<file path="src/rtl/instr_fetch_queue.sv">
// Instruction fetch front end: issues word reads to instruction memory over a
// req/ack handshake, buffers returned {pc, word} pairs in a small FIFO and
// presents the head to decode over valid/ready. A redirect flushes the FIFO
// and restarts fetch at a new PC; a request already in flight is drained
// (DROP state) because the memory handshake cannot be withdrawn.
module instr_fetch_queue #(
    parameter int unsigned DEPTH    = 4,
    parameter logic [31:0] RESET_PC = 32'h0000_0000
) (
    input  logic        clk,
    input  logic        rst,
    output logic        imem_req,
    output logic [31:0] imem_addr,
    input  logic        imem_ack,
    input  logic [31:0] imem_rdata,
    input  logic        redirect,
    input  logic [31:0] redirect_pc,
    output logic        inst_valid,
    output logic [31:0] inst,
    output logic [31:0] inst_pc,
    input  logic        inst_ready
);

    localparam int unsigned    PTR_W = $clog2(DEPTH);
    localparam int unsigned    CNT_W = PTR_W + 1;
    localparam logic [CNT_W-1:0] FULL = CNT_W'(DEPTH);

    typedef enum logic [1:0] {
        ST_IDLE,
        ST_REQ,
        ST_DROP
    } state_t;

    state_t           r_state;
    state_t           w_state_nxt;
    logic [31:0]      r_fetch_pc;
    logic [31:0]      w_fetch_pc_nxt;
    logic [31:0]      r_addr;
    logic [PTR_W-1:0] r_rd_ptr;
    logic [PTR_W-1:0] r_wr_ptr;
    logic [CNT_W-1:0] r_count;
    logic [CNT_W-1:0] w_count_nxt;
    logic [31:0]      r_mem_pc   [DEPTH];
    logic [31:0]      r_mem_word [DEPTH];
    logic             w_push;
    logic             w_pop;

    // A response is kept only in REQ and only if no redirect flushes it.
    assign w_push     = (r_state == ST_REQ) && imem_ack && !redirect;
    assign w_pop      = inst_valid && inst_ready && !redirect;
    assign inst_valid = (r_count != '0);
    assign imem_req   = (r_state != ST_IDLE);
    assign imem_addr  = r_addr;

    // Head is read straight from storage; forced to zero when empty.
    assign inst    = inst_valid ? r_mem_word[r_rd_ptr] : '0;
    assign inst_pc = inst_valid ? r_mem_pc[r_rd_ptr]   : '0;

    // Occupancy after this cycle's push/pop; a redirect empties the FIFO.
    always_comb begin
        // NOTE: every always_comb output gets a default first so no path can infer a latch.
        w_count_nxt = r_count;
        if (redirect) begin
            w_count_nxt = '0;
        end else if (w_push && !w_pop) begin
            w_count_nxt = r_count + CNT_W'(1);
        end else if (w_pop && !w_push) begin
            w_count_nxt = r_count - CNT_W'(1);
        end
    end

    // Next fetch PC: redirect target (word aligned) wins over sequential advance.
    always_comb begin
        w_fetch_pc_nxt = r_fetch_pc;
        if (redirect) begin
            w_fetch_pc_nxt = redirect_pc & ~32'h0000_0003;
        end else if ((r_state == ST_REQ) && imem_ack) begin
            w_fetch_pc_nxt = r_fetch_pc + 32'd4;
        end
    end

    // Next-state logic for the request FSM.
    always_comb begin
        w_state_nxt = r_state;
        case (r_state)
            ST_IDLE: begin
                if (redirect || (r_count < FULL) || w_pop) begin
                    w_state_nxt = ST_REQ;
                end
            end
            ST_REQ: begin
                if (redirect) begin
                    w_state_nxt = imem_ack ? ST_REQ : ST_DROP;
                end else if (imem_ack) begin
                    w_state_nxt = (w_count_nxt < FULL) ? ST_REQ : ST_IDLE;
                end
            end
            ST_DROP: begin
                if (imem_ack) begin
                    w_state_nxt = ST_REQ;
                end
            end
            default: w_state_nxt = ST_IDLE;
        endcase
    end

    // State, fetch PC and request address registers.
    always_ff @(posedge clk or negedge rst) begin
        if (!rst) begin
            r_state    <= ST_IDLE;
            r_fetch_pc <= RESET_PC;
            r_addr     <= RESET_PC;
        end else begin
            // NOTE: sequential state uses non-blocking assignments so all registers update together.
            r_state    <= w_state_nxt;
            r_fetch_pc <= w_fetch_pc_nxt;
            // While draining a stale request the address must stay on the old PC.
            if (w_state_nxt != ST_DROP) begin
                r_addr <= w_fetch_pc_nxt;
            end
        end
    end

    // FIFO pointers and occupancy.
    always_ff @(posedge clk or negedge rst) begin
        if (!rst) begin
            r_rd_ptr <= '0;
            r_wr_ptr <= '0;
            r_count  <= '0;
        end else begin
            r_count <= w_count_nxt;
            if (redirect) begin
                r_rd_ptr <= '0;
                r_wr_ptr <= '0;
            end else begin
                if (w_push) begin
                    r_wr_ptr <= r_wr_ptr + PTR_W'(1);
                end
                if (w_pop) begin
                    r_rd_ptr <= r_rd_ptr + PTR_W'(1);
                end
            end
        end
    end

    // FIFO storage write port.
    always_ff @(posedge clk) begin
        // NOTE: storage is not reset; outputs are gated by count so stale entries are never visible.
        if (w_push) begin
            r_mem_pc[r_wr_ptr]   <= r_fetch_pc;
            r_mem_word[r_wr_ptr] <= imem_rdata;
        end
    end

endmodule

</file>
<file path="config.mk">
export PLATFORM = sky130hd
export DESIGN_NAME = instr_fetch_queue
export DESIGN_NICKNAME = d
export VERILOG_FILES = /design/src/rtl/instr_fetch_queue.sv
export SDC_FILE = /design/constraint.sdc
export NUM_CORES = 1
export LEC_CHECK = 0
export CORE_ASPECT_RATIO = 0.9
export CORE_MARGIN = 5
export CORE_UTILIZATION = 60
export DETAILED_ROUTE_END_ITERATION = 12
export GPL_ROUTABILITY_DRIVEN = 0
export PLACE_DENSITY = 0.86
export REMOVE_ABC_BUFFERS = 1
export SLEW_MARGIN = 10
export SYNTH_ARGS = -nofsm -noshare
export SYNTH_HDL_FRONTEND = slang
export SYNTH_SLANG_ARGS = --single-unit
</file>
<file path="constraint.sdc">
create_clock -name clk -period 6.8 [get_ports clk]
set_clock_uncertainty 0.2 [all_clocks]
set_input_delay 1.36 -clock clk [delete_from_list [all_inputs] [get_ports clk]]
set_output_delay 1.36 -clock clk [all_outputs]
set_load 0.02 [all_outputs]
</file>
Yosys cells after proc, flatten, opt, wreduce, memory -nomap -nowiden
Memories as Yosys holds them, arrays and structs flattened. Index checks and enable logic that the tools add are counted.

Bits in registers: 73. RAM bits: 256. Input port bits: 69. Output and inout bits: 98. Word-level logic and storage cells: 54. Memories kept: 2.

Add/sub/neg operators: 5. $lt $le $gt $ge: 2. Equality and inequality tests: 3. Multiplexer cells: 20. Reductions and logical operators: 16.

Memory list: r_mem_pc (words 4, bits a word 32, rd ports 1, clocked after Yosys merged registers in 0, write ports 1, RTL line 43) `logic [31:0] r_mem_pc [DEPTH];`; r_mem_word (words 4, bits a word 32, rd ports 1, clocked after Yosys merged registers in 0, write ports 1, RTL line 44) `logic [31:0] r_mem_word [DEPTH];`.

Operators with widths (count): $mux 32 (4); $add 32x3->32 const B (1); $mux 2 (9); $mux 3 (3); $logic_and 1x1->1 (6); $lt 3x3->1 const B (2); $pmux 2 s3 (1); $reduce_bool 2->1 (3); $add 2x1->2 const B (2); $add 3x1->3 const B (1); $logic_not 1->1 (3); $mux 1 (3); $reduce_bool 3->1 (1); $sub 3x1->3 const B (1); $eq 2x1->1 const B (1); $eq 2x2->1 const B (1); $logic_not 2->1 (1); $logic_or 1x1->1 (2); $ne 2x2->1 const B (1).

Logic depth before layout (Yosys ltp)
Gate-level depths: netlist of the first run.

Depth after elaboration: 14. Depth in mapped cells: 7. Gate-level depth less buffers: 7.

Least setup slack after synthesis of the first run
Ideal clock, no wire load.

Path kind: input to register. From: input redirect. To: memory r_mem_pc[0][0] (enable). Setup time: 429 ps. Arrival: 3787 ps. Data required time: 6171 ps. Path slack: 2384 ps. Stages: 5. Buffers on the path: 3. Cells stage by stage: buf_2 -> inv_1 -> buf_1 -> clkbuf_1 -> and3_1.

Cells in the longest elaborated chain, start to end: 4.

RTL lines: start: declaration (RTL line 16) `input logic redirect,`; $logic_not 1->1 (RTL line 49) `assign w_push = (r_state == ST_REQ) && imem_ack && !redirect;`; $logic_and 1x1->1 (RTL line 49); $mux 1 (RTL line 149) `if (w_push) begin`; $mux 1 (not written as such) (RTL line 150) `r_mem_pc[r_wr_ptr] <= r_fetch_pc;`; end: declaration (RTL line 43).

No other way between the ends.

Worst setup path after layout of the first run
From: register r_rd_ptr[0]. To: output inst[24].

Cells in the longest elaborated chain, start to end: 2.

RTL lines: start: declaration (RTL line 39) `logic [PTR_W-1:0] r_rd_ptr;`; start signal: assignment (RTL line 140) `r_rd_ptr <= r_rd_ptr + PTR_W'(1);`; $mem_v2 4x32; $mux 32 (RTL line 56) `assign inst = inst_valid ? r_mem_word[r_rd_ptr] : '0;`; end: declaration (RTL line 19) `output logic [31:0] inst,`.

No other way between the ends.

==> results of run 1 <==
==> worst max-delay path by stage <==
| stage | start | to | slack, ns | cells after the start |
|---|---|---|---|---|
| finish | r_rd_ptr[0] | inst[24] | 1.81 | 4 |
| global route | r_rd_ptr[0] | inst[24] | 1.54 | 4 |
| CTS | r_rd_ptr[0] | inst[24] | 1.71 | 4 |
| detailed placement | r_rd_ptr[0] | inst[24] | 2.29 | 4 |
| global placement | r_rd_ptr[0] | inst[10] | 2.29 | 4 |
| floorplan | r_rd_ptr[0] | inst[0] | 1.76 | 2 |
==> through the flow <==
step	hold WS (ns)	cells	total power [uW]	worst slack (ns)	utilization, %
global route	0.336	1247	6190	1.54	74.5
finish	0.292	1247	5930	1.81	74.5
floorplan	0.269	729	3530	1.76	-
detailed placement	0.269	1190	4330	2.29	70.0
global placement	0.259	1190	4300	2.29	70.0
CTS	0.297	1247	5980	1.71	74.5
==> kinds of logic after synthesis <==
family / after synthesis
AO/OA/AOI/OAI: 60
XOR/XNOR: 29
adder cells (fa/ha/maj): 8
buffers and inverters: 56
flip-flops: 329
multiplexers: 84
AND/OR/NAND/NOR: 206
==> routing by layer <==
metal	vias to the layer above	part of all wire (%)	routed length, um
li1	3303	-	-
met1	3795	41	11500
met2	286	50	13800
met3	43	7.5	2090
met4	0	1.7	486
met5	-	0	0
==> cells in the mapped netlist, types with 4 or more instances <==
cell,instances,area share [%]
and3_1,16,0.75
a221o_1,8,0.60
nor3_1,4,0.15
a221oi_1,4,0.26
buf_1,4,0.11
mux4_2,64,11
inv_1,13,0.36
clkbuf_1,22,0.62
and2_1,67,3.1
xor2_1,10,0.65
a21oi_1,18,0.67
nor2b_1,4,0.19
edfxtp_1,256,57
or3_1,5,0.23
nor2_1,30,0.84
ha_1,8,0.75
nand3_1,11,0.41
dfrtp_1,73,14
mux2_2,19,1.6
nand4_1,19,0.89
nand2_1,33,0.93
o21ai_0,18,0.67
buf_2,15,0.56
xnor2_1,19,1.2
==> worst register-to-register path: stages, from the launching register on <==
cell,delay [ns]
dfrtp_1,0.47
nor2b_1,0.20
a31oi_4,0.30
buf_4,0.47
inv_1,0.43
or3_1,0.41
o21ai_0,0.08
a21oi_1,0.06
==> sequential cells by signal (all words and copies together) (netlist names) <==
name and count:
r_wr_ptr 2, imem_addr 32, r_state 2, r_rd_ptr 2, r_mem_word 128, r_mem_pc 128, r_count 3, r_fetch_pc 32
==> area by class of cell <==
class                      count  area (um^2)
tap                          291          364
sequential                   329         9520
clock buffer                  42          847
inverter                      13         48.8
timing repair buffer         170         1680
clock inverter                15          133
multi-input combinational    387         3670
fill                        1305         5560
==> power breakdown <==
part	switching (uW)	total (uW)	internal (uW)
Combinational	862	1750	892
Sequential	192	2520	2330
Clock	713	1660	947
==> run metrics, run 1 <==
hold buffers post-CTS=0; min-delay worst type=reg -> reg; status=finished clean; post-synthesis register bit count=329; DP Wirelength=16200 um; Die Area=25400 um^2; Worst Hold Path EP=imem_addr[2]; I/O pins=167; Post-Syn Area=13400 um^2; post-CTS resize count=0; Initial Util=61.3%; synth unique cells=46; Via density=5.96; Fmax=0.200 GHz; cell area after layout=16300 um^2; Site Rows=51; FFs w/ async S/R, synth=22.2%; DR iter-0 viols=580; Tcrit/Tclk final=73.4%; placed cell area=15300 um^2; compound-cell area share of the yosys netlist=3.15%; CTS Sinks=329; reg-to-reg critical path startpoint=r_state[0]; Pwr Density=365 nW/um^2; WHS Path Cells=2; DR DRC count=0; vias in the first global route=7838; endpoint class of the critical path=primary output; antenna diode count=0; grt total ovfl=0; drt wl/cell=22.4 um; Root Driver=clkbuf_16; Largest stage delay, worst path=1.10 ns; cell with the biggest individual delay on the critical path=dfrtp_4; RSZ-0062 raised after global routing=false; GR Util met3=4.88%; Final setup viols=0; largest family of logic cells by synthesized area=multiplexers; Critical Path RT=5.24 ns; Pre-antenna DRT Iters=5; Leak=0.00552 uW; global-route wire length before repair=44100 um; R2R Setup Slk=4.01 ns; Top Usage Layer GRT=met2; GRT Total Usage=22.2%; CTS tree=built; Die Y=152 um; commonest non-fill, non-tap cell in the layout=edfxtp_1; CP top delay family=flip-flops; nets=1009; worst setup path category=reg -> out; multiplexer share of the synthesized area=12.4%; worst vdd ir=218 uV; Bufs and invs on worst path=2; Synth Area in XOR/XNOR=1.90%; actual slew at the worst max-slew pin=1.11 ns; layout cell share with drive strength beyond 1=17.1%; # Max-Cap Violations=0; crit path time final=4.99 ns; M1 GR Usage=31.1%; main flop type after synthesis=edfxtp_1; final setup TNS=0 ns; core area=21800 um^2; length in cells of the worst reg-to-reg path=7; Worst-Skew Late Latency=0.55 ns; Post-synth EDFFs=256; largest net degree at the start of global routing=74; post-CTS setup buffers=0; Reg clk slew, reported paths=0.06 ns; P&R area growth vs syn=21.6%; met2 GRT Util=37.1%; Post-Synth Simple-Gate Area=8.89%; final wirelength=27900 um; Final Hold Vio Count=0; Critical R2R Capture=imem_addr[9]; DIE WIDTH=167 um; most frequent cells in the layout=256 x edfxtp_1, 162 x clkdlybuf4s50_1, 71 x dfrtp_1; Port-buffer cells=164; CP Data Arrival Time=3.43 ns; CTS Buffer Depth=3; Syn Inst Count=772; startpoint of the worst hold path=imem_addr[2]; area share of fa/ha/maj cells after synthesis=0.748%; Worst setup SP type=flip-flop; maximum fanout along the worst path=49; total vias in the final route=7427; DRT antenna net count=0; # H-tree levels=1; max-slew violation count=0; CTS Buf Count=31; sequential area share after synthesis=71.1%; crit path cell chain=buf_4, mux4_2, and2_1, clkdlybuf4s50_1; antenna violations before repair=0; max_slew headroom=25.4%; Synth Warn #=0; syn_area_per_cell=17.3 um^2
Power figures use the tool's default switching activity.
==> inputs of run 2 (changes only) <==
CORE_UTILIZATION = 50   (was 60)
PLACE_DENSITY = 0.77   (was 0.86)
clock period = 4.46 ns   (was 6.8 ns; I/O delays follow)
==> run metrics, run 2 (synthesized netlist as in run 1, its figures left out) <==
status=finished clean; largest net degree at the start of global routing=74 (unchanged); Die Y=165 um (+8.9%); max_slew headroom=36.2% (+11 points); CTS Sinks=329 (unchanged); CTS Buf Count=34 (+9.7%); # H-tree levels=2 (+1); Port-buffer cells=164 (unchanged); cell with the biggest individual delay on the critical path=dfrtp_4; grt total ovfl=0 (unchanged); Final Util=63.6% (-11 points); commonest non-fill, non-tap cell in the layout=edfxtp_1; core area=26200 um^2 (+20%); post-CTS resize count=0 (unchanged); DR iter-0 viols=535 (-7.8%); Die Area=30100 um^2 (+19%); crit path time final=3.97 ns; Pwr Density=563 nW/um^2 (+54%); Via density=5.60 (-6.0%); Leak=0.00569 uW (+3.0%); WHS Path Cells=2 (unchanged); Root Driver=clkbuf_16; I/O pins=167 (unchanged); CTS tree=built; Pre-antenna DRT Iters=5 (unchanged); Critical Path RT=3.37 ns (-1.87 ns); DP Wirelength=18000 um (+11%); drt wl/cell=21.7 um (-2.9%); # Max-Cap Violations=0 (unchanged); global-route wire length before repair=44400 um (+0.70%); final wirelength=28800 um (+3.1%); GRT Total Usage=19.1% (-3.2 points); Largest regs=r_mem_pc x128, r_mem_word x128; P&R area growth vs syn=24.5%; setup slack after layout=0.495 ns (-1.32 ns); min-delay worst type=reg -> reg; layout cell share with drive strength beyond 1=17.9% (+0.88 points); Critical Path Source=r_rd_ptr[0]; Fill cells=1863 (+43%); Tcrit/Tclk final=88.9%; Fmax=0.252 GHz; antenna diode count=0 (unchanged); Final setup viols=0 (unchanged); pre-CTS setup slack=0.966 ns (-1.33 ns); hold buffers post-CTS=0 (unchanged); total vias in the final route=7410 (-0.23%); CTS Buffer Depth=3 (unchanged); DR DRC count=0 (unchanged); length in cells of the worst reg-to-reg path=6 (-1); worst vdd ir=347 uV (+59%); actual slew at the worst max-slew pin=0.956 ns (-0.159 ns); Worst-Skew Late Latency=0.50 ns (-0.05 ns); most frequent cells in the layout=256 x edfxtp_1, 162 x clkdlybuf4s50_1, 71 x dfrtp_1; Site Rows=56 (+9.8%); RSZ-0062 raised after global routing=false; post-CTS setup buffers=0 (unchanged); crit path cell chain=buf_12, mux4_2, and2_1, clkdlybuf4s50_1; Worst setup SP type=flip-flop; CP endpoint=inst_pc[14]; DRT antenna net count=0 (unchanged); antenna violations before repair=2 (+2); worst setup path category=reg -> out; Reg clk slew, reported paths=0.06 ns (about the same); reg-to-reg critical path startpoint=r_state[0]; nets=1027 (+1.8%); CP Data Arrival Time=2.87 ns (-0.56 ns); vias in the first global route=7677 (-2.1%); DIE WIDTH=182 um (+9.0%); max-slew violation count=0 (unchanged); Critical R2R Capture=imem_addr[31]; maximum fanout along the worst path=34 (-31%); R2R Setup Slk=1.95 ns (-2.06 ns); Largest stage delay, worst path=0.70 ns (-0.40 ns); endpoint class of the critical path=primary output; Final Hold Vio Count=0 (unchanged); Initial Util=51.1% (-10 points)
==> run 2: worst min path at each step <==
stage | start | endpoint | slack [ns]
6_report | imem_addr[3] | imem_addr[3] | 0.28
5_1_grt | imem_addr[1] | imem_addr[1] | 0.32
4_1_cts | imem_addr[3] | imem_addr[3] | 0.28
3_5_place_dp | imem_addr[3] | imem_addr[3] | 0.26
3_3_place_gp | imem_addr[3] | imem_addr[3] | 0.26
2_1_floorplan | r_fetch_pc[0] | r_mem_pc[0][0] | 0.27
==> run 2: area by class of cell <==
type	instances	area (um^2)	share of cell area, %
repair buffers	185	1870	11.2
well taps	348	435	2.61
multi-input cells	387	3670	22.0
clock buffers	48	977	5.87
inverters	13	48.8	0.293
clock inverters	14	138	0.826
flip-flops and latches	329	9520	57.2
==> run 2: worst max-delay path: cells and delay by family (launching register included) <==
kind,cells,cell delay (ns)
buffers and inverters,2,0.91
flip-flops,1,0.70
multiplexers,1,0.55
AND/OR/NAND/NOR,1,0.17
==> run 2: stage by stage <==
stage	std cells	hold WS [ns]	area, um^2	setup TNS, ns	total power (uW)
6_report	1324	0.279	16700	0	9370
5_1_grt	1324	0.323	16700	0	9800
4_1_cts	1324	0.278	16700	0	9490
3_5_place_dp	1262	0.259	15500	0	6680
3_3_place_gp	1262	0.262	15500	0	6640
2_1_floorplan	729	0.269	13200	-6.88	5380
==> run 2: per-layer routing <==
metal	track usage [%]	vias to the layer above	wire length (um)
met5	0	-	33
met4	4.20	4	447
met3	4.31	41	2070
met2	30.4	263	13600
met1	27.5	3751	12600
li1	-	3351	-
==> run 2: report_power, final <==
group | switching, uW | internal (uW)
clock | 1090 | 1700
sequential | 211 | 3550
combinational | 1410 | 1410
